## src/rtl/fp_convert_unit.sv

```systemverilog
// Iterative IEEE-754 single-precision <-> 32-bit integer converter.
// One shift per cycle, start/busy/done handshake, truncating, {N,Z,C,V} flags.
module fp_convert_unit #(
  parameter bit INT_SIGNED = 1'b1
) (
  input  logic        clk,
  input  logic        reset,
  input  logic        start,
  input  logic        op,
  input  logic [31:0] a,
  output logic        busy,
  output logic        done,
  output logic [31:0] result,
  output logic [3:0]  flags
);

  typedef enum logic [1:0] {
    IDLE = 2'd0,
    NORM = 2'd1,
    DONE = 2'd2
  } state_t;

  state_t      state_q, state_d;
  logic        op_q, op_d;
  logic        sign_q, sign_d;
  logic        sticky_q, sticky_d;
  logic [31:0] mag_q, mag_d;
  logic [7:0]  exp_q, exp_d;
  logic [4:0]  cnt_q, cnt_d;
  logic [31:0] result_q, result_d;
  logic [3:0]  flags_q, flags_d;

  logic        load_res_s;
  logic [31:0] res_val_s;
  logic        res_c_s;
  logic        res_v_s;
  logic        in_sign_s;
  logic [31:0] in_abs_s;
  logic        f_s;
  logic [7:0]  f_e;
  logic [22:0] f_f;
  logic        f_ovf_s;
  logic [7:0]  shift_amt_s;

  assign f_s = a[31];
  assign f_e = a[30:23];
  assign f_f = a[22:0];
  assign in_sign_s   = INT_SIGNED ? a[31] : 1'b0;
  assign in_abs_s    = in_sign_s ? (~a + 32'd1) : a;
  assign shift_amt_s = 8'd158 - f_e;

  // Infinity always overflows; signed range allows exactly -2^31 at e==158.
  always_comb begin
    f_ovf_s = 1'b0;
    if (f_e == 8'd255) begin
      f_ovf_s = 1'b1;
    end else if (INT_SIGNED) begin
      f_ovf_s = (f_e > 8'd158) || ((f_e == 8'd158) && !(f_s && (f_f == 23'd0)));
    end else begin
      f_ovf_s = (f_e > 8'd158);
    end
  end

  always_comb begin
    state_d    = state_q;
    op_d       = op_q;
    sign_d     = sign_q;
    sticky_d   = sticky_q;
    mag_d      = mag_q;
    exp_d      = exp_q;
    cnt_d      = cnt_q;
    load_res_s = 1'b0;
    res_val_s  = 32'd0;
    res_c_s    = 1'b0;
    res_v_s    = 1'b0;
    case (state_q)
      IDLE: begin
        if (start) begin
          op_d     = op;
          sticky_d = 1'b0;
          if (!op) begin
            if (a == 32'd0) begin
              load_res_s = 1'b1;
              state_d    = DONE;
            end else begin
              sign_d  = in_sign_s;
              mag_d   = in_abs_s;
              exp_d   = 8'd158;
              state_d = NORM;
            end
          end else begin
            sign_d = f_s;
            if ((f_e == 8'd255) && (f_f != 23'd0)) begin
              load_res_s = 1'b1;
              res_val_s  = INT_SIGNED ? 32'h8000_0000 : 32'h0000_0000;
              res_v_s    = 1'b1;
              state_d    = DONE;
            end else if (f_ovf_s) begin
              load_res_s = 1'b1;
              res_val_s  = !INT_SIGNED ? 32'hFFFF_FFFF :
                           (f_s ? 32'h8000_0000 : 32'h7FFF_FFFF);
              res_v_s    = 1'b1;
              state_d    = DONE;
            end else if (!INT_SIGNED && f_s && (a != 32'h8000_0000)) begin
              load_res_s = 1'b1;
              res_v_s    = 1'b1;
              state_d    = DONE;
            end else if (f_e < 8'd127) begin
              load_res_s = 1'b1;
              res_c_s    = !((f_e == 8'd0) && (f_f == 23'd0));
              state_d    = DONE;
            end else begin
              mag_d   = {1'b1, f_f, 8'd0};
              cnt_d   = shift_amt_s[4:0];
              state_d = NORM;
            end
          end
        end else begin
          state_d = IDLE;
        end
      end
      NORM: begin
        if (!op_q) begin
          if (!mag_q[31]) begin
            mag_d = {mag_q[30:0], 1'b0};
            exp_d = exp_q - 8'd1;
          end else begin
            load_res_s = 1'b1;
            res_val_s  = {sign_q, exp_q, mag_q[30:8]};
            res_c_s    = |mag_q[7:0];
            state_d    = DONE;
          end
        end else begin
          if (cnt_q != 5'd0) begin
            mag_d    = {1'b0, mag_q[31:1]};
            sticky_d = sticky_q | mag_q[0];
            cnt_d    = cnt_q - 5'd1;
          end else begin
            load_res_s = 1'b1;
            res_val_s  = sign_q ? (~mag_q + 32'd1) : mag_q;
            res_c_s    = sticky_q;
            state_d    = DONE;
          end
        end
      end
      DONE: begin
        state_d = IDLE;
      end
      default: begin
        state_d = IDLE;
      end
    endcase
  end

  always_comb begin
    result_d = result_q;
    flags_d  = flags_q;
    if (load_res_s) begin
      result_d = res_val_s;
      flags_d  = {res_val_s[31], (res_val_s == 32'd0), res_c_s, res_v_s};
    end else begin
      result_d = result_q;
      flags_d  = flags_q;
    end
  end

  always_ff @(posedge clk or posedge reset) begin
    if (reset) begin
      state_q  <= IDLE;
      op_q     <= 1'b0;
      sign_q   <= 1'b0;
      sticky_q <= 1'b0;
      mag_q    <= 32'd0;
      exp_q    <= 8'd0;
      cnt_q    <= 5'd0;
      result_q <= 32'd0;
      flags_q  <= 4'd0;
    end else begin
      state_q  <= state_d;
      op_q     <= op_d;
      sign_q   <= sign_d;
      sticky_q <= sticky_d;
      mag_q    <= mag_d;
      exp_q    <= exp_d;
      cnt_q    <= cnt_d;
      result_q <= result_d;
      flags_q  <= flags_d;
    end
  end

  assign busy   = (state_q != IDLE);
  assign done   = (state_q == DONE);
  assign result = result_q;
  assign flags  = flags_q;

endmodule

```

## config.mk

```make
export PLATFORM = sky130hd
export DESIGN_NAME = fp_convert_unit
export DESIGN_NICKNAME = d
export VERILOG_FILES = /design/src/rtl/fp_convert_unit.sv
export SDC_FILE = /design/constraint.sdc
export NUM_CORES = 1
export LEC_CHECK = 0
export BUFFER_PORTS_ARGS = -buffer_cell sky130_fd_sc_hd__buf_2
export CAP_MARGIN = 15
export CORE_UTILIZATION = 30
export DETAILED_ROUTE_END_ITERATION = 8
export PLACE_DENSITY_LB_ADDON = 0.12
export SETUP_SLACK_MARGIN = 0.05
export SLEW_MARGIN = 40
export SYNTH_ARGS = -nofsm -noshare
export SYNTH_HDL_FRONTEND = slang
export SYNTH_SLANG_ARGS = --single-unit
```

## constraint.sdc

```tcl
create_clock -name clk -period 6.65 [get_ports clk]
set_clock_uncertainty 0.05 [all_clocks]
set_input_delay 0.3325 -clock clk [delete_from_list [all_inputs] [get_ports clk]]
set_output_delay 0.3325 -clock clk [all_outputs]
set_load 0.05 [all_outputs]
```

Yosys cells after proc, flatten, opt, wreduce, memory -nomap -nowiden
Index checks and enable logic that the tools add are counted.

operators by class
  reductions and logical operators = 25
  add/sub/neg operators = 5
  $lt $le $gt $ge = 2
  equal/unequal tests = 24
  mux-type cells = 76
  bitwise operators = 3

operators by type and width
  kind                                                                  count
  32-bit 2-to-1 mux                                                     19
  32-bit one-hot mux with 2 select lines                                2
  32-bit by 1-bit adder with 32-bit output, second input constant       2
  32-bit logical NOT                                                    2
  32-bit inverter                                                       2
  8-bit 2-to-1 mux                                                      5
  5-bit 2-to-1 mux                                                      7
  1-bit 2-to-1 mux                                                      28
  2-bit != test, second input constant                                  12
  3-bit != test, second input constant                                  8
  23-bit logical NOT                                                    1
  23-bit nonzero test                                                   1
  2-bit 2-to-1 mux                                                      9
  8-bit == test, second input constant                                  2
  8-bit one-hot mux with 2 select lines                                 1
  8-bit AND reduction                                                   2
  5-bit one-hot mux with 2 select lines                                 1
  8-bit greater-than comparator, second input constant                  1
  8-bit logical NOT                                                     1
  8-bit by 7-bit < comparator with 1-bit output, second input constant  1
  8-bit OR reduction                                                    1
  8-bit by 1-bit subtractor with 8-bit output, second input constant    1
  7-bit AND reduction                                                   1
  1-bit one-hot mux with 2 select lines                                 3
  other kinds (16)                                                      22

storage, ports and cells
  bits of input ports = 36
  output and inout bits = 38
  word-level logic and storage cells = 145
  bits in registers = 86

Depth between registers and ports, before layout
  depth after elaboration = 12
  mapped depth = 13

Worst setup path after synthesis
OpenSTA, ideal clock, no wires.

  path kind = input to register
  start point = input a[16]
  end point = register mag_q[21]
  setup slack = 3,659 ps
  data arrival time = 2,811 ps
  cell stages on the path = 9
  library setup time = 131 ps
  data required time = 6,469 ps
  cells stage by stage = or4_1 -> or4_4 -> nor4_4 -> o221a_2 -> o21ai_1 -> a2111o_1 -> buf_6 -> a2111oi_4 -> a21oi_1

on the way
  longest elaborated chain between the ends = 8
  elaborated cells on any way between the ends = 20
  classes of those cells = add/sub (1); eq/ne (3); mux (6); bitwise (1); reduce/logical (9)

ends and longest elaborated chain
  what                                                                                              RTL line  source
  start: declaration                                                                                10        input logic [31:0] a,
  parallel branches: the longest is 8 deep, another holds 32-bit by 1-bit adder with 32-bit output  --
  end signal: assignment                                                                            183       mag_q <= mag_d;
  end: declaration                                                                                  27        logic [31:0] mag_q, mag_d;

Several ways; the timed one is not identified. The select of a mux whose other input is x is not followed.
A chain may end at the register's enable or synchronous reset.

Worst setup path in the final report
  start point = register mag_q[2]
  end point = register flags_q[2] (netlist: flags[2])

on the way
  longest elaborated chain between the ends = 7

ends and longest elaborated chain
  what                                        RTL line  source
  32-bit inverter                             140       res_val_s = sign_q ? (~mag_q + 32'd1) : mag_q;
  32-bit by 1-bit adder with 32-bit output    140
  32-bit 2-to-1 mux (*)                       140
  32-bit 2-to-1 mux (*)                       134       if (cnt_q != 5'd0) begin
  32-bit 2-to-1 mux (*)                       123       if (!op_q) begin
  32-bit one-hot mux with 2 select lines (*)  76        case (state_q)
  32-bit logical NOT (*)                      160       flags_d = {res_val_s[31], (res_val_s == 32'd0), res_c_s, res_v_s};
  end signal: assignment                      187       flags_q <= flags_d;
  end: declaration                            31        logic [3:0] flags_q, flags_d;

Mark *: on every way between the ends. The rest lies on a longest branch, timed or not.

==> impl_metrics.toml <==
[yosys]
synth_top_cell_by_area = "dfrtp_1"
synth_fp_nets = 832
synth_compound_area_share_pct = 28.4
syn_area_per_cell_um2 = 8.04
synthCells = 788
syn_area_mm2 = 0.00634
synth_top_area_share_pct = 33.6
synth_edf_count = 0
ys_warn_count = 0
async_reset_ff_share_pct = 100
synth_simple_gate_area_share_pct = 21.1
ys_seq_area_share_pct = 33.6
ys_types = 70
synth_top_family_by_area = "compound AO/OA/AOI/OAI gates"
synth_ff_type = "dfrtp_1"
synthMostInstantiatedCell = "nand2_1"
ys_top_cells_by_count = "nand2_1 (94), dfrtp_1 (85), nor2_1 (74)"
synthAdderAreaFrac_pct = 1.58
synthXorXnorAreaFrac_pct = 8.29
synthMuxAreaShare_pct = 0.632
synth-seq-cells = 85
synth_area_leaders = "dfrtp_1 (34%), nand2_1 (5.6%), o21ai_0 (5.3%)"

[timing]
fmax_ghz = 0.289
relSlewSlack_pct = 45.5
slew_violations = 0
rsz0062_at_grt = "false"
fin_ws_ns = 3.19
fin_setup_tns_ns = 0
finalSetupViolCount = 0
hold_viol = 0
worstMarginPinSlew_ns = 0.814
finalCritPeriodShare_pct = 52.0
min_period_ns = 3.46

[power]
ir_drop_uv = 161
comb_power_share_pct = 54.9
p_switching_mw = 1.86
p_leak_nw = 2.87
swShare_pct = 52.3
power_density_mw_per_mm2 = 499
power_frac_seq_pct = 31.1
clkPwrFrac_pct = 14.0
intPower_mw = 1.69

[cts]
cts_sinks = 85
cts_tree = "done"
insertion_delay_ns = 0.35
cts_root_buf = "clkbuf_16"
path_clk_slew_ns = 0.06
clock_path_buffers = 2
cts.htree.levels = 3
cts_made_buffers = 9
ctsResizeCount = 0

[grt]
grt_max_degree = 56
grt_pass1_vias = 5757
grt_pass1_wl_mm = 33.0
antenna_found_initial = 0
grt_usage_pct = 19.4
gr-total-overflow = 0

[detailed_routing]
wl_mm = 20.7
firstDrtPassIters = 5
drt_iter0_markers = 578
drc = 0
wl_per_cell_um = 19.2
vias = 6115
antenna_left = 0
via_per_inst = 5.67

[final_layout]
n_antenna_cell = 0
nets = 850
drive_above_1_share_pct = 15.6
syn2layout_area_growth_pct = 12.2
stdcell_count = 1079
postLayoutCoreUtil_pct = 34.7
final_area_mm2 = 0.00711

[worst_setup_path]
reg2reg_depth = 8
cp.arrival_ns = 3.70
crit_type = "flop to flop"
cp.required_ns = 6.89
worst_setup_path_end_kind = "flop"
reg2reg_to = "flags[2]"
crit_path_max_fanout = 11
reg2reg_slack_ns = 3.19
start_kind = "flop"
regToRegStartpoint = "mag_q[2]"

[floorplanning]
core-area_mm2 = 0.0205
io_pins = 74
die-area_mm2 = 0.0217
rows = 52
chipWidth_um = 147
die_y_um = 147
start_util_pct = 30.9

[run]
drv_cap = 0

[hold_path]
hold_class = "primary input to flop"
hp-start = "a[19]"
hold-path-endpoint = "mag_q[27]"
min_path_cells = 3

[placed_design]
routabilityCongestion = 0.842
place_inst = 1064
dpl_worst_slack_ns = 2.94
io_buffers = 73
placed_cell_area_mm2 = 0.00680
dp_hpwl_mm = 15.4

[status]
status = "complete, no violations"
## routing by layer
layer | routed length, um | track usage (%) | share of wire [%] | vias up
met5 | 0 | 0 | 0 | -
met4 | 290 | 5.46 | 1.4 | 0
met3 | 1100 | 2.70 | 5.3 | 20
met2 | 8830 | 28.9 | 43 | 209
met1 | 10500 | 28.9 | 51 | 2956
li1 | - | - | - | 2930
## cell families after synthesis
family	after synthesis
simple gates	277
mux	4
flops	85
buf+inv	99
xor+xnor	60
compound gates	255
fa+ha+maj	8
## state kept, by name (all words and copies together), names as in the netlist
register  cells
mag_q        32
state_q       2
flags         3
result       32
exp_q         8
cnt_q         5
op_q          1
sign_q        1
sticky_q      1
## layout make-up
type | instances | area, um2
repair buffers | 86 | 465
flip-flops and latches | 85 | 2130
fillers | 2251 | 13400
clock inverters | 2 | 35.0
well taps | 270 | 338
inverters | 20 | 76.3
multi-input cells | 604 | 3820
clock buffers | 12 | 246
## cells in the final DEF, fill, tap and decap left out, types with 11 or more instances in the layout
| cell type | netlist | final |
|---|---|---|
| dfrtp_1 | 85 | 85 |
| nor3_1 | 18 | 17 |
| nand3_1 | 17 | 17 |
| buf_4 | 3 | 12 |
| nor4_1 | 13 | 13 |
| a21oi_1 | 41 | 41 |
| xor2_1 | 34 | 34 |
| a211oi_1 | 12 | 12 |
| o21ai_0 | 67 | 66 |
| a222oi_1 | 11 | 11 |
| nor2_1 | 74 | 74 |
| xnor2_1 | 26 | 26 |
| nand2_1 | 94 | 94 |
| a31oi_1 | 12 | 12 |
| inv_1 | 18 | 17 |
| o31ai_1 | 23 | 23 |
| buf_2 | 8 | 73 |
## how the worst max path moves through the flow
stage | to | cells after the start | slack (ns) | start
after global placement | flags[2] | 13 | 3.04 | a[0]
after detailed placement | flags[2] | 13 | 2.94 | a[0]
after floorplan | mag_q[21] | 9 | 3.66 | a[16]
after CTS | flags[2] | 8 | 3.22 | mag_q[5]
final | flags[2] | 8 | 3.19 | mag_q[2]
after global routing | flags[2] | 8 | 3.03 | mag_q[2]
## critical path, stage by stage (launching register included)
cell and delay, ns:
dfrtp_1 0.53, or3_1 0.50, or4_1 0.81, o31ai_4 0.33, xnor2_1 0.12, a221oi_1 0.43, nand4_1 0.18, nor4_1 0.23
a32o_1 0.20
## metrics by stage
stage / hold WS [ns] / power [mW]
detailed placement: 0.338 / 3.05
global placement: 0.334 / 3.03
finish: 0.282 / 3.55
CTS: 0.276 / 3.55
global route: 0.322 / 3.81
floorplan: 0.408 / 2.55
## timing repair
item | in CTS | in global routing
endpoints found under the hold margin | 30 | 0
setup buffers | 0 | 0
hold buffers | 1 | 0
## power by group through the flow
stage	clock, mW	combinational [mW]	sequential, mW
CTS	0.507	1.95	1.10
global route	0.528	2.13	1.14
detailed placement	0	1.94	1.11
global placement	0	1.93	1.10
finish	0.497	1.95	1.10
floorplan	0	1.34	1.22
Power figures use the tool's default switching activity.
